**src/rtl/io_pkg.sv**
```systemverilog
// Shared constants for the UART-facing I/O responder and its FIFOs.
package io_pkg;

    localparam int IO_FIFO_DEPTH = 16;
    localparam int IO_BYTE_W     = 8;
    localparam int IO_WORD_W     = 32;

    // Widen a byte to the core's word width with zero fill.
    function automatic logic [IO_WORD_W-1:0] zext_byte(input logic [IO_BYTE_W-1:0] b);
        return {{(IO_WORD_W-IO_BYTE_W){1'b0}}, b};
    endfunction

endpackage

```
**src/rtl/io_fifo.sv**
```systemverilog
// Single-clock synchronous FIFO with combinational head output.
// full/empty come from the registered occupancy only, so a pop in the same
// cycle never makes room for a push, and a push into an empty FIFO becomes
// visible at the head one cycle later.
module io_fifo #(
    parameter int DEPTH = 16,
    parameter int W     = 8
) (
    input  logic                       clk,
    input  logic                       rst,
    input  logic                       push,
    input  logic [W-1:0]               din,
    input  logic                       pop,
    output logic [W-1:0]               head,
    output logic                       full,
    output logic                       empty,
    output logic [$clog2(DEPTH):0]     count
);

    localparam int AW = $clog2(DEPTH);
    localparam int CW = AW + 1;

    logic [W-1:0]  mem_q [DEPTH];
    logic [AW-1:0] wr_ptr_q, wr_ptr_d;
    logic [AW-1:0] rd_ptr_q, rd_ptr_d;
    logic [CW-1:0] count_q, count_d;
    logic          push_ok;
    logic          pop_ok;

    assign full    = (count_q == CW'(DEPTH));
    assign empty   = (count_q == '0);
    assign count   = count_q;
    assign push_ok = push && !full;
    assign pop_ok  = pop && !empty;
    assign head    = empty ? '0 : mem_q[rd_ptr_q];

    // Next pointers and occupancy; pointers wrap naturally at DEPTH.
    always_comb begin
        wr_ptr_d = wr_ptr_q;
        rd_ptr_d = rd_ptr_q;
        count_d  = count_q;
        if (push_ok) wr_ptr_d = wr_ptr_q + AW'(1);
        if (pop_ok)  rd_ptr_d = rd_ptr_q + AW'(1);
        case ({push_ok, pop_ok})
            2'b10:   count_d = count_q + CW'(1);
            2'b01:   count_d = count_q - CW'(1);
            default: count_d = count_q;
        endcase
    end

    // Pointer and occupancy registers; reset empties the FIFO at once.
    always_ff @(posedge clk or posedge rst) begin
        if (rst) begin
            wr_ptr_q <= '0;
            rd_ptr_q <= '0;
            count_q  <= '0;
        end else begin
            wr_ptr_q <= wr_ptr_d;
            rd_ptr_q <= rd_ptr_d;
            count_q  <= count_d;
        end
    end

    // Storage array; contents are don't-care while empty, so no reset.
    always_ff @(posedge clk) begin
        if (push_ok) mem_q[wr_ptr_q] <= din;
    end

endmodule

```
**src/rtl/io_responder.sv**
```systemverilog
// Core-side byte I/O responder bridging a stalling core port to a UART.
// TX path: core writes -> TX FIFO -> valid/ready transmitter.
// RX path: receiver strobe -> RX FIFO -> core reads; drops set a sticky flag.
// Optional feature: define IO_STATS_EN to add tx_byte_count/rx_byte_count.
// Handshake: a TX byte moves when tx_valid and tx_ready are both high at a
// rising edge; tx_data is held stable while tx_valid waits for tx_ready.
module io_responder
    import io_pkg::*;
#(
    parameter int FIFO_DEPTH = IO_FIFO_DEPTH
) (
    input  logic                  clk,
    input  logic                  rst,
    input  logic                  out_issued,
    input  logic [IO_WORD_W-1:0]  out_data,
    output logic                  out_stall,
    input  logic                  in_issued,
    output logic [IO_WORD_W-1:0]  in_data,
    output logic                  in_stall,
    output logic [IO_BYTE_W-1:0]  tx_data,
    output logic                  tx_valid,
    input  logic                  tx_ready,
    input  logic [IO_BYTE_W-1:0]  rx_data,
    input  logic                  rx_valid,
    output logic                  rx_overflow
`ifdef IO_STATS_EN
    ,
    output logic [31:0]           tx_byte_count,
    output logic [31:0]           rx_byte_count
`endif
);

    localparam int CW = $clog2(FIFO_DEPTH) + 1;

    logic [IO_BYTE_W-1:0]           tx_head;
    logic                           tx_full;
    logic                           tx_empty;
    logic [CW-1:0]                  unused_tx_count;
    logic [IO_BYTE_W-1:0]           rx_head;
    logic                           rx_full;
    logic                           rx_empty;
    logic [CW-1:0]                  unused_rx_count;
    logic [IO_WORD_W-IO_BYTE_W-1:0] unused_out_hi;
    logic                           rx_overflow_q, rx_overflow_d;

    assign unused_out_hi = out_data[IO_WORD_W-1:IO_BYTE_W];

    io_fifo #(.DEPTH(FIFO_DEPTH), .W(IO_BYTE_W)) u_tx_fifo (
        .clk   (clk),
        .rst   (rst),
        .push  (out_issued),
        .din   (out_data[IO_BYTE_W-1:0]),
        .pop   (tx_ready),
        .head  (tx_head),
        .full  (tx_full),
        .empty (tx_empty),
        .count (unused_tx_count)
    );

    io_fifo #(.DEPTH(FIFO_DEPTH), .W(IO_BYTE_W)) u_rx_fifo (
        .clk   (clk),
        .rst   (rst),
        .push  (rx_valid),
        .din   (rx_data),
        .pop   (in_issued),
        .head  (rx_head),
        .full  (rx_full),
        .empty (rx_empty),
        .count (unused_rx_count)
    );

    assign out_stall   = tx_full;
    assign tx_valid    = !tx_empty;
    assign tx_data     = tx_head;
    assign in_stall    = rx_empty;
    assign in_data     = zext_byte(rx_head);
    assign rx_overflow = rx_overflow_q;

    // Overflow latches on any strobe that finds the RX FIFO full.
    always_comb begin
        rx_overflow_d = rx_overflow_q | (rx_valid & rx_full);
    end

    // Sticky overflow register, cleared only by reset.
    always_ff @(posedge clk or posedge rst) begin
        if (rst) rx_overflow_q <= 1'b0;
        else     rx_overflow_q <= rx_overflow_d;
    end

`ifdef IO_STATS_EN
    logic [31:0] tx_cnt_q, tx_cnt_d;
    logic [31:0] rx_cnt_q, rx_cnt_d;

    // Count bytes actually handed off or stored; dropped bytes are not counted.
    always_comb begin
        tx_cnt_d = tx_cnt_q;
        rx_cnt_d = rx_cnt_q;
        if (tx_valid && tx_ready) tx_cnt_d = tx_cnt_q + 32'd1;
        if (rx_valid && !rx_full) rx_cnt_d = rx_cnt_q + 32'd1;
    end

    // Statistics registers, wrapping at 2^32.
    always_ff @(posedge clk or posedge rst) begin
        if (rst) begin
            tx_cnt_q <= '0;
            rx_cnt_q <= '0;
        end else begin
            tx_cnt_q <= tx_cnt_d;
            rx_cnt_q <= rx_cnt_d;
        end
    end

    assign tx_byte_count = tx_cnt_q;
    assign rx_byte_count = rx_cnt_q;
`endif

endmodule
```
**config.mk**
```make
export PLATFORM = sky130hd
export DESIGN_NAME = io_responder
export DESIGN_NICKNAME = d
export VERILOG_FILES = /design/src/rtl/io_pkg.sv /design/src/rtl/io_fifo.sv /design/src/rtl/io_responder.sv
export SDC_FILE = /design/constraint.sdc
export NUM_CORES = 1
export LEC_CHECK = 0
export CAP_MARGIN = 25
export CORE_MARGIN = 2
export CORE_UTILIZATION = 30
export DETAILED_ROUTE_END_ITERATION = 8
export HOLD_SLACK_MARGIN = 0.05
export PLACE_DENSITY = 0.48
export SLEW_MARGIN = 20
export SYNTH_ARGS = -nofsm -noshare
export SYNTH_HDL_FRONTEND = slang
export SYNTH_SLANG_ARGS = --single-unit
```
**constraint.sdc**
```tcl
create_clock -name clk -period 7.2 [get_ports clk]
set_input_delay 1.8 -clock clk [delete_from_list [all_inputs] [get_ports clk]]
set_output_delay 1.8 -clock clk [all_outputs]
set_load 0.01 [all_outputs]
```
Word-level counts from Yosys, hierarchy flattened
Memory sizes are Yosys's and may differ from the RTL's. Index checks and enable logic that the tools add are counted.

Bitwise logic cells: 2. Eq/ne operators: 6. Mux-type cells: 8. $add $sub $neg: 8. Reduce and logical (&&, ||, !) cells: 12.

Operators with widths (number): $pmux W5 S2 (2); $add A4 B1 Y4 const B (4); $mux W8 (2); $add A5 B1 Y5 const B (2); $eq A5 B5 Y1 const B (2); $logic_not A5 Y1 (2); $sub A5 B1 Y5 const B (2); $eq A2 B1 Y1 const B (2); $eq A2 B2 Y1 const B (2); $logic_and A1 B1 Y1 (4); $logic_not A1 Y1 (4); $mux W1 (4); $reduce_bool A2 Y1 (2); $and A1 B1 Y1 (1); $or A1 B1 Y1 (1).

Bits of input ports: 46. Flip-flop bits (word level): 27. RAM bits: 256. Memories kept: 2. Logic and storage cells: 45.

Memory list: u_rx_fifo.mem_q (depth 16, bits a word 8, rd ports 1, clocked after memory_dff 0, write ports 1, line io_fifo.sv:23) `logic [W-1:0] mem_q [DEPTH];`; u_tx_fifo.mem_q (depth 16, bits a word 8, rd ports 1, clocked after memory_dff 0, write ports 1, line io_fifo.sv:23).

Longest topological paths before layout
Gate-level depths: netlist (run 1).

Word-level depth: 5. Depth in mapped cells: 13. Depth with buffers taken out: 11.

Hierarchy
Synthesis (run 1) repeated with hierarchy kept, for this count alone.

Cell total of the unflattened synthesis: 643. Area, all modules: 11986.5 um2.

By module, submodules not included: io_fifo at u_tx_fifo (instances 1, cells each 310, area each 5906.9 um2, sequential area each 4169.0 um2); io_fifo at u_rx_fifo (instances 1, cells each 304, area each 5855.6 um2, sequential area each 4169.0 um2); io_responder (instances 1, cells each 29, area each 224.0 um2, sequential area each 25.0 um2).

Worst setup path after synthesis (run 1)
No wires, ideal clock.

Kind: input port to flip-flop. Start point: in out_issued. End point: reg u_tx_fifo.count_q[4] (netlist: u_tx_fifo.count[4]). Stages on the path: 10. Path buffers: 1. Data required time: 7.069 ns. Arrival: 3.622 ns. Slack: 3.446 ns. Cell sequence: a21boi_2 -> inv_1 -> ha_1 -> clkbuf_1 -> xor2_1 -> ha_1 -> o211ai_1 -> or4_1 -> nand4_1 -> or3_1.

Word-level cells in the longest chain between the ends: 3.

RTL lines: start, declared (line io_responder.sv:14) `input logic out_issued,`; $logic_and A1 B1 Y1 (*) (line io_fifo.sv:33) `assign push_ok = push && !full;`; $eq A2 B1 Y1 or $eq A2 B2 Y1 (tied branches) (line io_fifo.sv:44) `case ({push_ok, pop_ok})`; $pmux W5 S2 or $reduce_bool A2 Y1 (tied branches); end signal, assigned (line io_fifo.sv:60) `count_q <= count_d;`; end, declared (line io_fifo.sv:26) `logic [CW-1:0] count_q, count_d;`.

Mark *: on every way between the ends. The rest lies on a longest branch, timed or not. A chain may end at the register's enable or synchronous reset.

Final worst setup path (run 1)
Start point: reg u_tx_fifo.rd_ptr_q[1]. End point: out tx_data[5].

Word-level cells in the longest chain between the ends: 2.

RTL lines: start, declared (line io_fifo.sv:25) `logic [AW-1:0] rd_ptr_q, rd_ptr_d;`; start signal, assigned (line io_fifo.sv:59) `rd_ptr_q <= rd_ptr_d;`; $mem_v2 Z16 W8; $mux W8 (line io_fifo.sv:35) `assign head = empty ? '0 : mem_q[rd_ptr_q];`; end, declared (line io_responder.sv:20) `output logic [IO_BYTE_W-1:0] tx_data,`.

Every way passes these cells.

==> run summary, run 1 <==
The flow ran to the end, and the final reports show no timing, DRC or antenna violations. Grouping stages by cell kind, the critical path spends the most delay in multiplexers. The worst setup path is captured at an output pin. Counting cells, the worst reg-to-reg path comes to 11. The placeable core region was 0.0395 mm²; the length of the first detailed-routing pass in iterations was 4. In this run the critical register-to-register path is captured at u_tx_fifo.count[4]. Buffers inserted during post-CTS setup optimization: 0. The synthesized design contains 256 enable-type register cells. The first global-routing pass estimated 35.4 mm of wire. The met2 capacity usage during global routing is 0.193, and the post-synthesis instance area is 0.0120 mm². After technology mapping, the gate count stands at 646. TritonCTS built the clock tree. For the arrival time of data at the critical path endpoint, the log shows 3.03 ns. In this run the critical register-to-register path is launched from u_tx_fifo.count[1]. The cell depth of the worst min-delay path was 1; the average vias per placed instance was 4.62.

Tracing the worst setup path back leads to its startpoint at u_tx_fifo.rd_ptr_q[1]. A synthesized cell averages 18.6 µm². After detailed routing, the number of remaining DRC violations is 0. Static leakage: 4.53 nW.

For the number of resized instances in the post-cts repair step, the log shows 0. The worst hold path begins at u_rx_fifo.rd_ptr_q[0]. Static timing analysis puts the maximum clock frequency at 207 MHz. For this run the aggregate overflow at the end of global routing stands at 0. Among all stages on the critical path, the largest delay is contributed by dfrtp_1. The clock skew after layout is 0.00973 ns. The worst hold path terminates at u_rx_fifo.rd_ptr_q[0].

The critical path contains buffers and inverters numbering 2 combined. Share of async-settable or async-resettable flops after synthesis: 0.0954. The CTS buffer count is 29.

Setup repair after global routing left no endpoint under its margin. Routability-driven placement finished with a final weighted congestion of 0.747. The setup check on the worst reg-to-reg path leaves a slack of 3.84 ns. The count of boundary I/O pins is 90, and the share of synthesized area occupied by flip-flops and latches is 0.698. After clock tree synthesis, the clock-pin slew on the worst setup and hold paths is 0.06 ns. The share of the clock period used by the worst path works out to 0.672. The level count of the clock H-tree is 1. In this run the horizontal extent of the chip is 204 µm. The share of layout cells above drive strength 1 is 0.171. Entering global routing, the biggest net connects 28 pins.

The later pin in the worst-skew pair is clocked with a latency of 0.54 ns. The tree is rooted in a clkbuf_16. For the initial antenna violation count, the log shows 0. At the pin with the least slew margin, the transition time is 0.978 ns. The run gives 0.0236 as the met3 usage. After the first detailed-routing iteration, the DRC count stood at 321. Along the worst path, the maximum fanout reaches 11. The relative max-transition margin was 0.345. The tools report the total routing resource utilization after global routing as 0.112. The largest stage delay on the critical path was 0.63 ns; the total number of nets in the final design was 759.

The class of the tightest hold or removal check was flop to flop. The repair_antennas step left the layout with diodes totalling 0. For this design, the sink count on the clock tree is 283.

For this run, the number of Yosys warnings is 0. Portion of synthesized cell area occupied by the leading cell type: 0.641. In this run the most used layer during global routing was met2.

The critical path is of the flop to output pin type. The primary flip-flop cell chosen by synthesis mapping was edfxtp_1. In this run the remaining antenna-violating nets after routing total 0. Power density over the cells: 382 mW/mm². The floorplan die height came out at 204 µm. The run gives 0 as the max-slew violation total from the final report. The fill cell instance count of the final layout is 3,717, and the number of buffers between clock root and the deepest sink is 3. The area growth from synthesis to layout is 13.9%. Total of flip-flops plus latches after synthesis: 283.

Number of vias after detailed routing: 5,722. The run gives 5,972 as the via count of the first global-routing pass. The number of core rows is 73, and the count of buffers inserted at the top-level ports is 41. The total negative setup slack was 0 ns. For the count of endpoints failing setup in the final report, the log shows 0.

STA classifies the critical path startpoint as a flop. The tool flagged a number of max-cap violations equal to 0. Synthesis instantiated 56 different standard cells from the library.

The library cell occupying the most area in the post-synthesis netlist is edfxtp_1. Time the worst path needs with I/O delays and setup: 4.83 ns. The detailed placement HPWL was 15.3 mm; the highest ir drop seen on vdd was 214 µV. Walking the worst path, the cells encountered are buf_8 -> mux4_1 -> mux2_2 -> o21ai_1 -> a21oi_1 -> clkdlybuf4s50_1. After detailed routing, the average wire length per cell comes to 18.7 µm.

The run gives 0.145 as the met1 demand-to-capacity share in global routing. After clock tree synthesis, the flow added hold-fix buffers numbering 0. The die covers 0.0416 mm². Summed over all layers, the routed wires come to 23.2 mm. The fraction of the core area covered by cells at the end of the flow is 0.345. Sorting the synthesized cells by area gives the leading types as edfxtp_1, mux4_2, dfrtp_1, mux4_1, buf_4.

Count of endpoints failing hold in the final timing report: 0. Starting utilization of the core area: 0.303. The required arrival time at the worst endpoint came out at 5.40 ns.
-- cell type report --
type / instances / area [µm²] / area share
multi-input cells: 312 / 3230 / 0.237
flip-flops and latches: 283 / 8360 / 0.613
repair buffers: 57 / 546 / 0.0400
clock inverters: 13 / 60.1 / 0.00440
well taps: 525 / 657 / 0.0481
clock buffers: 36 / 752 / 0.0551
inverters: 12 / 45.0 / 0.00330
-- report_power, final --
part           internal, mW  switching (mW)
clock                 0.731           0.577
sequential             2.02           0.180
combinational         0.859           0.845
-- worst max-delay path by stage --
stage	slack (ns)	cells past startpoint	endpoint
after floorplan	3.45	10	u_tx_fifo.count[4]
after global placement	2.58	5	in_data[1]
after detailed placement	2.60	5	in_data[1]
after CTS	2.03	5	in_data[1]
after global routing	2.20	6	tx_data[5]
final	2.37	6	tx_data[5]
-- layout by cell type, fill, tap and decap left out, drive strengths merged, types with 4 or more instances in the layout --
cell           instances
edfxtp               256
clkbuf                36
dfrtp                 27
nor2                  28
nand3                  5
nand2                 20
clkdlybuf4s50         41
buf                   16
o21ai                 23
mux4                  64
ha                    18
conb                  24
inv                   12
a21oi                 19
nand2b                 7
xnor2                 16
xor2                   4
clkinv                12
nor3                  10
mux2                  20
mux2i                 16
-- worst register-to-register path, cell delays in order, from the launching register on --
cell      delay [ns]
dfrtp_1         0.46
nor4_2          0.46
nand2b_1        0.39
nand2_1         0.27
inv_1           0.09
ha_1            0.36
xor2_1          0.20
ha_1            0.24
o211ai_1        0.24
or4_1           0.15
nand4_1         0.07
or3_1           0.31
-- routing by layer --
layer	vias up	wire (µm)
met5	-	0
li1	2607	-
met4	0	434
met2	129	11500
met3	32	1070
met1	2954	10200
-- synth_stat cells, drive strengths merged, types with 4 or more instances --
cell	count
edfxtp	256
buf	49
nand2b	7
nor3	10
xnor2	16
nand2	20
nand3	5
mux2	20
nor2	28
xor2	4
ha	18
mux2i	16
dfrtp	27
clkbuf	12
inv	12
o21ai	23
mux4	64
a21oi	19
-- cell families (layout without fill, tap and decap cells) --
group / after synthesis / after routing / synth area share
compound gates: 57 / 57 / 0.0284
xor+xnor: 20 / 20 / 0.0146
fa+ha+maj: 18 / 18 / 0.0188
buf+inv: 74 / 118 / 0.0401
flops: 283 / 283 / 0.698
mux: 100 / 100 / 0.159
other cells: 1 / 24 / 0.000313
simple gates: 93 / 93 / 0.0409
-- sequential cells by signal, summed over array words and instances, names as in the netlist --
| name | flops |
|---|---|
| rx_overflow | 1 |
| u_rx_fifo.rd_ptr_q | 4 |
| u_rx_fifo.count | 5 |
| u_tx_fifo.count | 5 |
| u_rx_fifo.mem_q | 128 |
| u_tx_fifo.mem_q | 128 |
| u_tx_fifo.rd_ptr_q | 4 |
| u_rx_fifo.wr_ptr_q | 4 |
| u_tx_fifo.wr_ptr_q | 4 |
-- through the flow --
step                      instances  total power, mW  hold slack [ns]  cell area [µm²]  worst slack (ns)
after global placement         1187             3.92            0.462            12800              2.58
after CTS                      1236             5.28            0.476            13600              2.03
final                          1238             5.21            0.470            13700              2.37
after detailed placement       1187             3.95            0.465            12800              2.60
after global routing           1238             5.49            0.489            13700              2.20
after floorplan                 669             3.42            0.504            12100              3.45
(Power assumes the default switching activity.)
==> run 2: changes to the inputs <==
- PLACE_DENSITY: 0.48 -> 0.5
- clock period: 7.2 -> 4.4 ns (I/O delays scaled with it)
==> run summary, run 2 (synthesis results as in run 1) <==
Grouping stages by cell kind, the critical path spends the most delay in multiplexers. The tools report the count of boundary I/O pins as 90. Following the worst setup path forward leads to its endpoint at tx_data[2]. Setup repair after global routing left no endpoint under its margin. The logs give 0.303 for the starting utilization of the core area and 5,810 for the number of vias after detailed routing. The cell count after placement is 1,210, and the synthesis-to-layout area growth is 17.4%. The tools report the length of the first detailed-routing pass in iterations as 4. The run gives 0.118 as the total routing resource utilization after global routing. The via count of the first global-routing pass was 5,961; the slew at the pin closest to its max-slew limit was 0.867 ns. The run gives 1.10 ns as the reg-to-reg setup timing slack.

The detail route stage leaves a number of antenna-violating nets equal to 0. The tightest hold path in the finished design has a slack of 0.476 ns. The clock tree root driver cell is clkbuf_16. The share of layout cells above drive strength 1 is 0.205, and the highest ir drop seen on vdd is 301 µV. Using the TritonRoute via totals, the vias-per-cell ratio works out to 4.59.

The largest registers in the layout are u_rx_fifo.mem_q x128, u_tx_fifo.mem_q x128. The worst setup path is launched from a flop. The maximum number of pins on one net before global-route repair is 28, and the number of core rows is 73.

The run finished with clean final reports. Arrival time of data at the critical path endpoint: 3.10 ns. The maximum fanout count along the critical path was 16; the count of endpoints failing setup in the final report was 0. The repair_antennas step left the layout with diodes totalling 0. The overall power after layout was 9.16 mW.

The share of the clock period used by the worst path was 0.954. The critical path in this run is classified as flop to output pin. The critical path crosses 5 cells after its start point.

The worst setup path is captured at an output pin. Power spread over the standard cell area amounts to 651 mW/mm². In the layout the commonest cells are edfxtp_1, mux4_2, clkdlybuf4s50_1, buf_4, clkbuf_16. The most common cell after layout, fill and taps aside was edfxtp_1. Cell with the largest stage delay on the worst path: dfrtp_2. The worst register-to-register path ends at u_tx_fifo.count[4].

The relative max-transition margin is 0.420. The initial antenna violation count was 0; the placeable core region was 0.0395 mm². The clock input transition at the sequential cells of the worst setup and hold paths is 0.06 ns, and the total clock sinks is 283.

At the end of the flow, the number of nets in the layout was 782. The worst register-to-register path begins at u_tx_fifo.count[1]. The total buffers and inverters traversed by the critical path works out to 1.

For the worst flop-to-flop path, the logic depth is 11. The maximum achievable frequency was 238 MHz. Measured along the y axis, the die boundary spans 204 µm. The number of clock buffers added by TritonCTS is 31.

The final layout contains routed wiring with a total length of 24.2 mm. In the final routed layout, each cell accounts on average for 19.2 µm. Measured along the x axis, the die boundary spans 204 µm. TritonCTS built the clock tree. The final weighted congestion in routability-driven placement was 0.699.

The die covers 0.0416 mm². The detailed placement HPWL was 14.8 mm; the time the worst path needs with I/O delays and setup was 4.20 ns. The buffers inserted during post-CTS setup optimization was 0. The clock passes through at most 3 buffers. The required arrival time at the worst endpoint came out at 3.30 ns.

Summed over all failing endpoints, the final setup total negative slack is 0 ns. Summed over all layers, the global routing overflow is 0. After the flow finishes, the layout carries non-filler instances totaling 1,265.

Gates resized during post-CTS repair numbered 0. For this design the static power due to leakage is 4.76 nW. Level count of the clock H-tree: 1.

The max-slew violation total from the final report is 0, and the clock skew after layout is 0.0111 ns. In this run the worst setup path begins at u_tx_fifo.rd_ptr_q[1]. For the number of violations of the max-capacitance limit, the log shows 0.

In this run, the number of DRC markers left after iteration 0 of detailed routing was 376. The later pin in the worst-skew pair is clocked with a latency of 0.56 ns. The largest stage delay on the critical path is 0.68 ns.

Count of endpoints failing hold in the final timing report: 0. Traced cell by cell, the critical path runs through mux4_1 -> mux2_2 -> o21ai_0 -> a21oi_1 -> clkdlybuf4s50_1. Port buffering added 41 buffers. Class of the tightest hold or removal check: flop to flop. The first global-routing pass estimated 36.6 mm of wire.

After clock tree synthesis, the flow added hold-fix buffers numbering 0. After detailed routing, the number of remaining DRC violations is 0.
run 2: cell types whose count changed in the layout (fill, tap and decap cells not counted), sizes merged:
cell      change
buf          +21
bufinv        +7
clkbuf        -1
clkinv        -2
clkinvlp      +1
inv           +1
run 2: worst min-delay path by stage:
stage                     cells after the start                  to  slack (ns)               start
final                                         1         rx_overflow        0.48         rx_overflow
after global routing                          1         rx_overflow        0.52         rx_overflow
after CTS                                     1         rx_overflow        0.48         rx_overflow
after detailed placement                      1         rx_overflow        0.47         rx_overflow
after global placement                        1         rx_overflow        0.46         rx_overflow
after floorplan                               1  u_tx_fifo.count[0]        0.50  u_tx_fifo.count[0]
run 2: power by group:
group / total [mW] / internal (mW) / switching [mW]
Sequential: 3.61 / 3.31 / 0.305
Combinational: 2.80 / 1.43 / 1.38
Clock: 2.75 / 1.70 / 1.05
Total: 9.16 / 6.43 / 2.74
run 2: worst reg2reg max path, cell delays in order (launching register included):
cell	delay [ns]
dfrtp_1	0.47
nor4_2	0.42
nand2b_1	0.40
nand2_1	0.27
inv_1	0.09
ha_1	0.35
xor2_1	0.20
ha_1	0.23
o211ai_1	0.21
or4_1	0.14
nand4_1	0.08
or3_1	0.32
run 2: area by class of cell:
class	count	area, µm²
fillers	3715	25500
flip-flops and latches	283	8360
multi-input cells	312	3230
clock buffers	35	791
repair buffers	78	696
well taps	525	657
clock inverters	20	287
inverters	12	45.0
run 2: layer usage:
layer,share of wire,vias to the layer above,track usage
met5,0,-,0
met1,0.48,3001,0.167
met4,0.023,0,0.0368
met2,0.45,103,0.185
li1,-,2669,-
met3,0.039,37,0.0198
run 2: per-stage QoR:
stage	setup WS, ns	utilization	cell area, µm²
after floorplan	1.35	-	12100
after global placement	0.621	0.328	13000
after detailed placement	0.601	0.329	13000
after CTS	0.166	0.356	14100
after global routing	0.0825	0.356	14100
final	0.201	0.356	14100
==> run 3: changes to the inputs <==
- SKIP_LAST_GASP: default -> 1
==> results of run 3 <==
Same layout as run 2: the final DEF is identical, and so are final timing and power.
